[src/rtl/operand_buf.sv]
// Dual-bank (row/column) operand store with per-entry valid bits, stall flags
// and registered 1-cycle reads. Bank 0 serves the row port, bank 1 the column port.
module operand_buf #(
  parameter int S         = 8,
  parameter int addrwidth = 3,
  parameter int DW        = 8
) (
  input  logic                 clk,
  input  logic                 reset,
  input  logic                 clr,
  input  logic                 wr_en,
  input  logic                 wr_bank,
  input  logic [addrwidth:0]   wr_addr,
  input  logic [DW-1:0]        wr_data,
  input  logic [addrwidth:0]   addr_r,
  input  logic [addrwidth:0]   addr_c,
  output logic                 rfflag,
  output logic                 cfflag,
  output logic [DW-1:0]        rd_data_r,
  output logic                 rd_vld_r,
  output logic [DW-1:0]        rd_data_c,
  output logic                 rd_vld_c,
  output logic                 full_r,
  output logic                 full_c
);

  localparam int NB = 2;
  localparam logic [addrwidth:0] S_A = (addrwidth+1)'(S);
  localparam logic [addrwidth:0] ONE = (addrwidth+1)'(1);

  logic [addrwidth:0]   addr [NB];
  logic [NB-1:0]        bank_sel;
  logic [NB-1:0]        flag;
  logic [NB-1:0]        rd_vld;
  logic [NB-1:0]        full;
  logic [DW-1:0]        rd_data [NB];
  logic                 wr_ok;
  logic [addrwidth-1:0] wr_idx;

  assign addr[0]  = addr_r;
  assign addr[1]  = addr_c;
  assign bank_sel = {wr_bank, ~wr_bank};
  // Out-of-range write addresses are dropped entirely, never aliased.
  assign wr_ok    = wr_en && (wr_addr < S_A);
  assign wr_idx   = wr_addr[addrwidth-1:0];

  generate
    for (genvar gb = 0; gb < NB; gb++) begin : g_bank
      logic [DW-1:0]        mem_reg [S];
      logic [S-1:0]         vld_reg;
      logic [S-1:0]         vld_next;
      logic [addrwidth:0]   cnt_reg;
      logic [addrwidth:0]   cnt_next;
      logic                 full_reg;
      logic [DW-1:0]        rd_data_reg;
      logic                 rd_vld_reg;
      logic                 bank_wr;
      logic                 req;
      logic                 hit;
      logic [addrwidth-1:0] rd_idx;

      assign bank_wr = wr_ok && bank_sel[gb];
      assign rd_idx  = addr[gb][addrwidth-1:0];
      assign req     = addr[gb] < S_A;
      assign hit     = req && vld_reg[rd_idx];

      // Clear takes effect before a same-cycle write, so that write always counts.
      always_comb begin
        vld_next = clr ? '0 : vld_reg;
        cnt_next = clr ? '0 : cnt_reg;
        if (bank_wr) begin
          vld_next[wr_idx] = 1'b1;
          if (clr || !vld_reg[wr_idx]) begin
            cnt_next = cnt_next + ONE;
          end
        end
      end

      always_ff @(posedge clk or negedge reset) begin
        if (!reset) begin
          for (int i = 0; i < S; i++) begin
            mem_reg[i] <= '0;
          end
          vld_reg     <= '0;
          cnt_reg     <= '0;
          full_reg    <= 1'b0;
          rd_data_reg <= '0;
          rd_vld_reg  <= 1'b0;
        end else begin
          if (bank_wr) begin
            mem_reg[wr_idx] <= wr_data;
          end
          vld_reg    <= vld_next;
          cnt_reg    <= cnt_next;
          full_reg   <= (cnt_next == S_A);
          rd_vld_reg <= hit;
          // Reads sample the pre-edge contents: read-before-write on collision.
          if (hit) begin
            rd_data_reg <= mem_reg[rd_idx];
          end
        end
      end

      assign flag[gb]    = req && !vld_reg[rd_idx];
      assign rd_vld[gb]  = rd_vld_reg;
      assign full[gb]    = full_reg;
      assign rd_data[gb] = rd_data_reg;
    end
  endgenerate

  assign rfflag    = flag[0];
  assign cfflag    = flag[1];
  assign rd_vld_r  = rd_vld[0];
  assign rd_vld_c  = rd_vld[1];
  assign rd_data_r = rd_data[0];
  assign rd_data_c = rd_data[1];
  assign full_r    = full[0];
  assign full_c    = full[1];

endmodule

[config.mk]
export PLATFORM = sky130hd
export DESIGN_NAME = operand_buf
export DESIGN_NICKNAME = d
export VERILOG_FILES = /design/src/rtl/operand_buf.sv
export SDC_FILE = /design/constraint.sdc
export NUM_CORES = 1
export LEC_CHECK = 0
export CORE_UTILIZATION = 60
export CTS_CLUSTER_DIAMETER = 100
export DETAILED_ROUTE_END_ITERATION = 10
export PLACE_DENSITY_LB_ADDON = 0.1
export SETUP_SLACK_MARGIN = 0.2
export SYNTH_ARGS = -nofsm -noshare
export SYNTH_HDL_FRONTEND = slang
export SYNTH_SLANG_ARGS = --single-unit
[constraint.sdc]
create_clock -name clk -period 3 [get_ports clk]
set_input_delay 0.3 -clock clk [delete_from_list [all_inputs] [get_ports clk]]
set_output_delay 0.3 -clock clk [all_outputs]
set_load 0.05 [all_outputs]
# Yosys cells after proc, flatten, opt, wreduce, memory -nomap -nowiden
# Cells that the tools add are included.
word_totals:
  latchBits: 0
  ram_bits: 0
  inputBits: 25
  output_inout_bits: 22
  reg_bits: 172
  memories: 0
  word_cells: 92
  mem_bits_ro: 0
op_classes:
  n_addsub: 2
  n_mul: 0
  n_eq_ne: 2
  magnitude_cmp: 11
  n_reduce_logical: 15
  div_mod_pow: 0
  mux: 30
  n_bitwise: 6
  n_shift: 0
op_table:
  columns: ["op", "n"]
  rows:
  - ["64-bit bitwise mux", 2]
  - ["8-bit two-way mux", 9]
  - ["8-bit binary-select mux with 3-bit select", 2]
  - ["8-bit demux with 3-bit select", 1]
  - ["4-bit two-way mux", 6]
  - ["8-bit bitwise OR", 2]
  - ["1-bit binary-select mux with 3-bit select", 4]
  - ["4-bit >= comparator (second input constant)", 3]
  - ["3-bit by 4-bit < comparator with 1-bit output (second input constant)", 3]
  - ["4-bit < comparator (second input constant)", 3]
  - ["3-bit inverter with 4-bit output", 3]
  - ["1-bit logical AND", 9]
  - ["4-bit by 1-bit adder with 4-bit output (second input constant)", 2]
  - ["4-bit equality test (second input constant)", 2]
  - ["1-bit two-way mux", 5]
  - ["1-bit logical NOT", 4]
  - ["4-bit by 1-bit < comparator with 1-bit output (second input constant)", 1]
  - ["1-bit demux with 3-bit select", 1]
  - ["3-bit by 1-bit >= comparator with 1-bit output (second input constant)", 1]
  - ["1-bit logical OR", 2]
  - ["1-bit inverter", 1]

# Longest topological paths before layout
depth:
  ltp_word: 7
  ltp_mapped: 9
  depth_no_buf: 8

# Worst setup path before layout
# Ideal clock, no wire load.
synth_path:
  path_kind: "input -> output"
  start: "input addr_c[0]"
  end: "output cfflag"
  t_required_ns: 2.700
  slack_ns: 0.747
  path_buffers: 1
  arrival_time_ns: 1.953
  stages: 4
  cell_sequence: "buf_2 > mux4_2 > mux2i_1 > nor2b_1"
synth_between:
  elab_chain_len: 4
  elab_cells_between_ends: 5
  cone_classes: "order compare: 1; mux: 2; reduce/logical: 2"
synth_rtl:
  columns: ["item", "line_no", "source"]
  rows:
  - ["start, declared", "16", "input logic [addrwidth:0] addr_c,"]
  - ["1-bit binary-select mux with 3-bit select", "104", "assign flag[gb] = req && !vld_reg[rd_idx];"]
  - ["1-bit two-way mux (not written as such)", "104", null]
  - ["1-bit logical NOT", "104", null]
  - ["1-bit logical AND *", "104", null]
  - ["end, declared", "18", "output logic cfflag,"]
# Every way passes the cells marked *; elsewhere a longest branch is shown, timed or not. The select of a mux whose other input is x is not followed.

# Final worst setup path
# Ends and elaborated chain as after synthesis.

==> run_results.csv <==
group,metric,value,unit
run_status,status,"complete, no violations",
place,dpl_cell_area,8500,um2
run,cap_violations,0,
synth,synth_top_area_share,55.5,%
die,core_region_area,12600,um2
routing,routed-via-count,4643,
cts,root_buffer,"clkbuf_16",
pwr,cellPowerDensity,744,nW/um2
critical_path,arrival,2090,ps
timing,period_needed,2390,ps
synth,ys_warn_count,0,
synth,ys_seq_area_share,55.5,%
place,place_hpwl,10600,um
synth,synthTopCellsByArea,"dfrtp_1 55%, mux2_2 14%, mux4_2 12%, mux2_1 4.6%, mux2i_1 2.6%",
timing,rsz0062_at_grt,"no",
timing,setup_violations,0,
critical_path,worstPathRequired,2700,ps
cells_and_area,fillers,890,
place,post-place-ws,343,ps
cts,clk_latency,420,ps
timing,tightest_slew,1080,ps
synth,synth_top_area_cell,"dfrtp_1",
timing,max_slew_margin,27.5,%
synth,syn_avg_cell_area,14.6,um2
cts,cts_sinks,172,
critical_path,worstSetupStartpointType,"input port",
global_route,grt_pass1_vias,4913,
timing,fmax,0.418,GHz
cts,path_clk_slew,60,ps
die,dieArea,13400,um2
synth,netlist-cell-type-count,36,
cells_and_area,area_delta_synth_final,18.1,%
synth,netlist_area,7760,um2
die,die_width,116,um
cells_and_area,largest_reg_flops,128,
cts,cts_tree,"yes",
place,gp_congestion,0.763,
critical_path,critPathMaxFanout,3,
routing,viasPerCell,5.99,
die,dieHeight,116,um
timing,fin_crit_sh,79.8,%
routing,drtAntennaViolNets,0,
critical_path,critPathKind,"in2out",
synth,synthArstFlopShare,100,%
pwr,ir_drop,502,uV
critical_path,cp-end-kind,"primary output",
routing,drtIter0Drc,225,
cells_and_area,finish.net_count,617,
timing,final.setup.tns,0,ps
critical_path,path_cells,"clkdlybuf4s50_1 > mux4_2 > mux2i_1 > nor2b_1 > buf_12",
synth,synth_seq_cells,172,
cells_and_area,antenna_cells,0,
pwr,p_leak,4.19,nW
die,initial_core_util,61.5,%
global_route,grt-ovfl-total,0,
critical_path,cpPeakStageDelay,640,ps
critical_path,worst_path_max_delay_cell,"clkdlybuf4s50_1",
cts,clockBufferDepth,2,
synth,synth_edf_count,0,
global_route,grt_antenna_before_repair,0,
cts,post_cts.repair.setup_buffers,0,
routing,drc_errors,0,
timing,setup_ws,607,ps
routing,firstDrtPassIters,4,
die,ios,47,
synth,synth_most_common_cell,"dfrtp_1",
timing,holdWs,433,ps
timing,slew_viol_final,0,
critical_path,cpLargestDelayFamily,"buffers and inverters",
synth,syn_inst,532,
die,rows,41,
place,portBuffers,46,
cts,cts_buffers,17,
pwr,p_total,6.82,mW
global_route,groute.usage.overall,27.3,%
cts,htreeDepth,4,
worst_hold_path,hold_path.class,"in2async",
timing,fin_worst_skew,5.82,ps
routing,routed_wl,16300,um
global_route,grt_max_degree,69,
synth,synth_nets,559,
synth,synth_ff_type,"dfrtp_1",
routing,wl_per_cell,21.1,um
cells_and_area,final_area,9160,um2
global_route,grt_pass1_wl,26400,um
synth,synth_common_cells,"172 x dfrtp_1, 97 x mux2_2, 40 x mux4_2",
critical_path,cp.buffers_inverters,2,
cells_and_area,layout-drive-gt1-share,32.7,%
timing,timing_hold_violations_final,0,
==> per-stage QoR <==
| step | util, % | cells |
|---|---|---|
| after CTS | 72.6 | 775 |
| after global routing | 72.6 | 775 |
| after global placement | 67.4 | 742 |
| after floorplan | - | 532 |
| final | 72.6 | 775 |
| after detailed placement | 67.4 | 742 |
==> path summary, 6_finish.rpt <==
kind / startpoint / end / slack [ps] / cells past startpoint
max: addr_c[0] / cfflag / 610 / 5
min: reset / rd_data_r[2]$_DFFE_PN0P_ / 430 / 2
max reg2reg: g_bank[0].vld_reg[6]$_DFF_PN0_ / full_r$_DFF_PN0_ / 1000 / 5
min reg2reg: g_bank[0].mem_reg[6]$_DFFE_PN0P_ / g_bank[0].mem_reg[6]$_DFFE_PN0P_ / 480 / 1
max in group asynchronous: reset / g_bank[0].vld_reg[5]$_DFF_PN0_ / 1740 / 3
min in group clk: g_bank[0].mem_reg[6]$_DFFE_PN0P_ / g_bank[0].mem_reg[6]$_DFFE_PN0P_ / 480 / 1
==> final cells by class <==
class | count | area [um2] | area share [%]
Sequential cell | 172 | 4300 | 47.0
Clock inverter | 9 | 156 | 1.71
Multi-Input combinational cell | 318 | 3280 | 35.8
Inverter | 14 | 52.6 | 0.573
Clock buffer | 23 | 498 | 5.43
Timing Repair Buffer | 67 | 654 | 7.14
Tap cell | 172 | 215 | 2.35
==> worst reg2reg max path, delay by kind of cell (launching register included) <==
kind	cells	cell delay, ps
mux	3	910
compound gates	2	590
flops	1	400
==> layer usage <==
metal | GRT usage [%] | share of wire, % | wire length [um] | up-vias
li1 | - | - | - | 2077
met1 | 36.6 | 45 | 7370 | 2461
met2 | 45.1 | 50 | 8200 | 78
met3 | 4.97 | 3.0 | 488 | 27
met4 | 10.3 | 1.8 | 294 | 0
met5 | 0 | 0 | 0 | -
==> logic make-up after synthesis <==
logic type,Yosys count,share of synthesized area [%]
flops,172,55.5
compound gates,48,3.90
fa+ha+maj,2,0.322
buf+inv,42,2.24
simple gates,76,4.66
mux,190,33.2
xor+xnor,2,0.226
==> power breakdown <==
| part | switching, mW | leakage, nW | internal (mW) | total, mW |
|---|---|---|---|---|
| Clock | 0.886 | 0.312 | 1.51 | 2.39 |
| Sequential | 0.225 | 2.22 | 2.76 | 2.99 |
| Combinational | 0.754 | 1.67 | 0.682 | 1.44 |
==> cells in the final DEF, fill, tap and decap left out, types with 2 or more instances in the layout <==
| master | Yosys | layout |
|---|---|---|
| a21o_1 | 9 | 9 |
| a21oi_1 | 19 | 19 |
| and3_1 | 2 | 2 |
| buf_12 | 0 | 3 |
| buf_4 | 0 | 19 |
| bufinv_16 | 0 | 4 |
| clkbuf_16 | 0 | 17 |
| clkbuf_8 | 0 | 5 |
| clkdlybuf4s50_1 | 0 | 43 |
| clkinvlp_4 | 0 | 3 |
| dfrtp_1 | 172 | 172 |
| ha_1 | 2 | 2 |
| inv_1 | 14 | 14 |
| mux2_1 | 32 | 32 |
| mux2_2 | 97 | 97 |
| mux2i_1 | 20 | 20 |
| mux4_2 | 40 | 40 |
| nand2_1 | 20 | 20 |
| nand3_1 | 6 | 6 |
| nand3b_1 | 2 | 2 |
| nor2_1 | 30 | 30 |
| nor2b_1 | 6 | 6 |
| nor3_1 | 3 | 3 |
| nor3_2 | 3 | 3 |
| o21ai_0 | 9 | 9 |
| o21ai_1 | 4 | 4 |
| xor2_1 | 2 | 2 |
==> what timing repair did <==
item / 4_1_cts / 5_1_grt
endpoints found under the hold margin: 65 / 0
hold buffers: 1 / 0
resized for setup: 0 / 0
(Power assumes the default switching activity.)
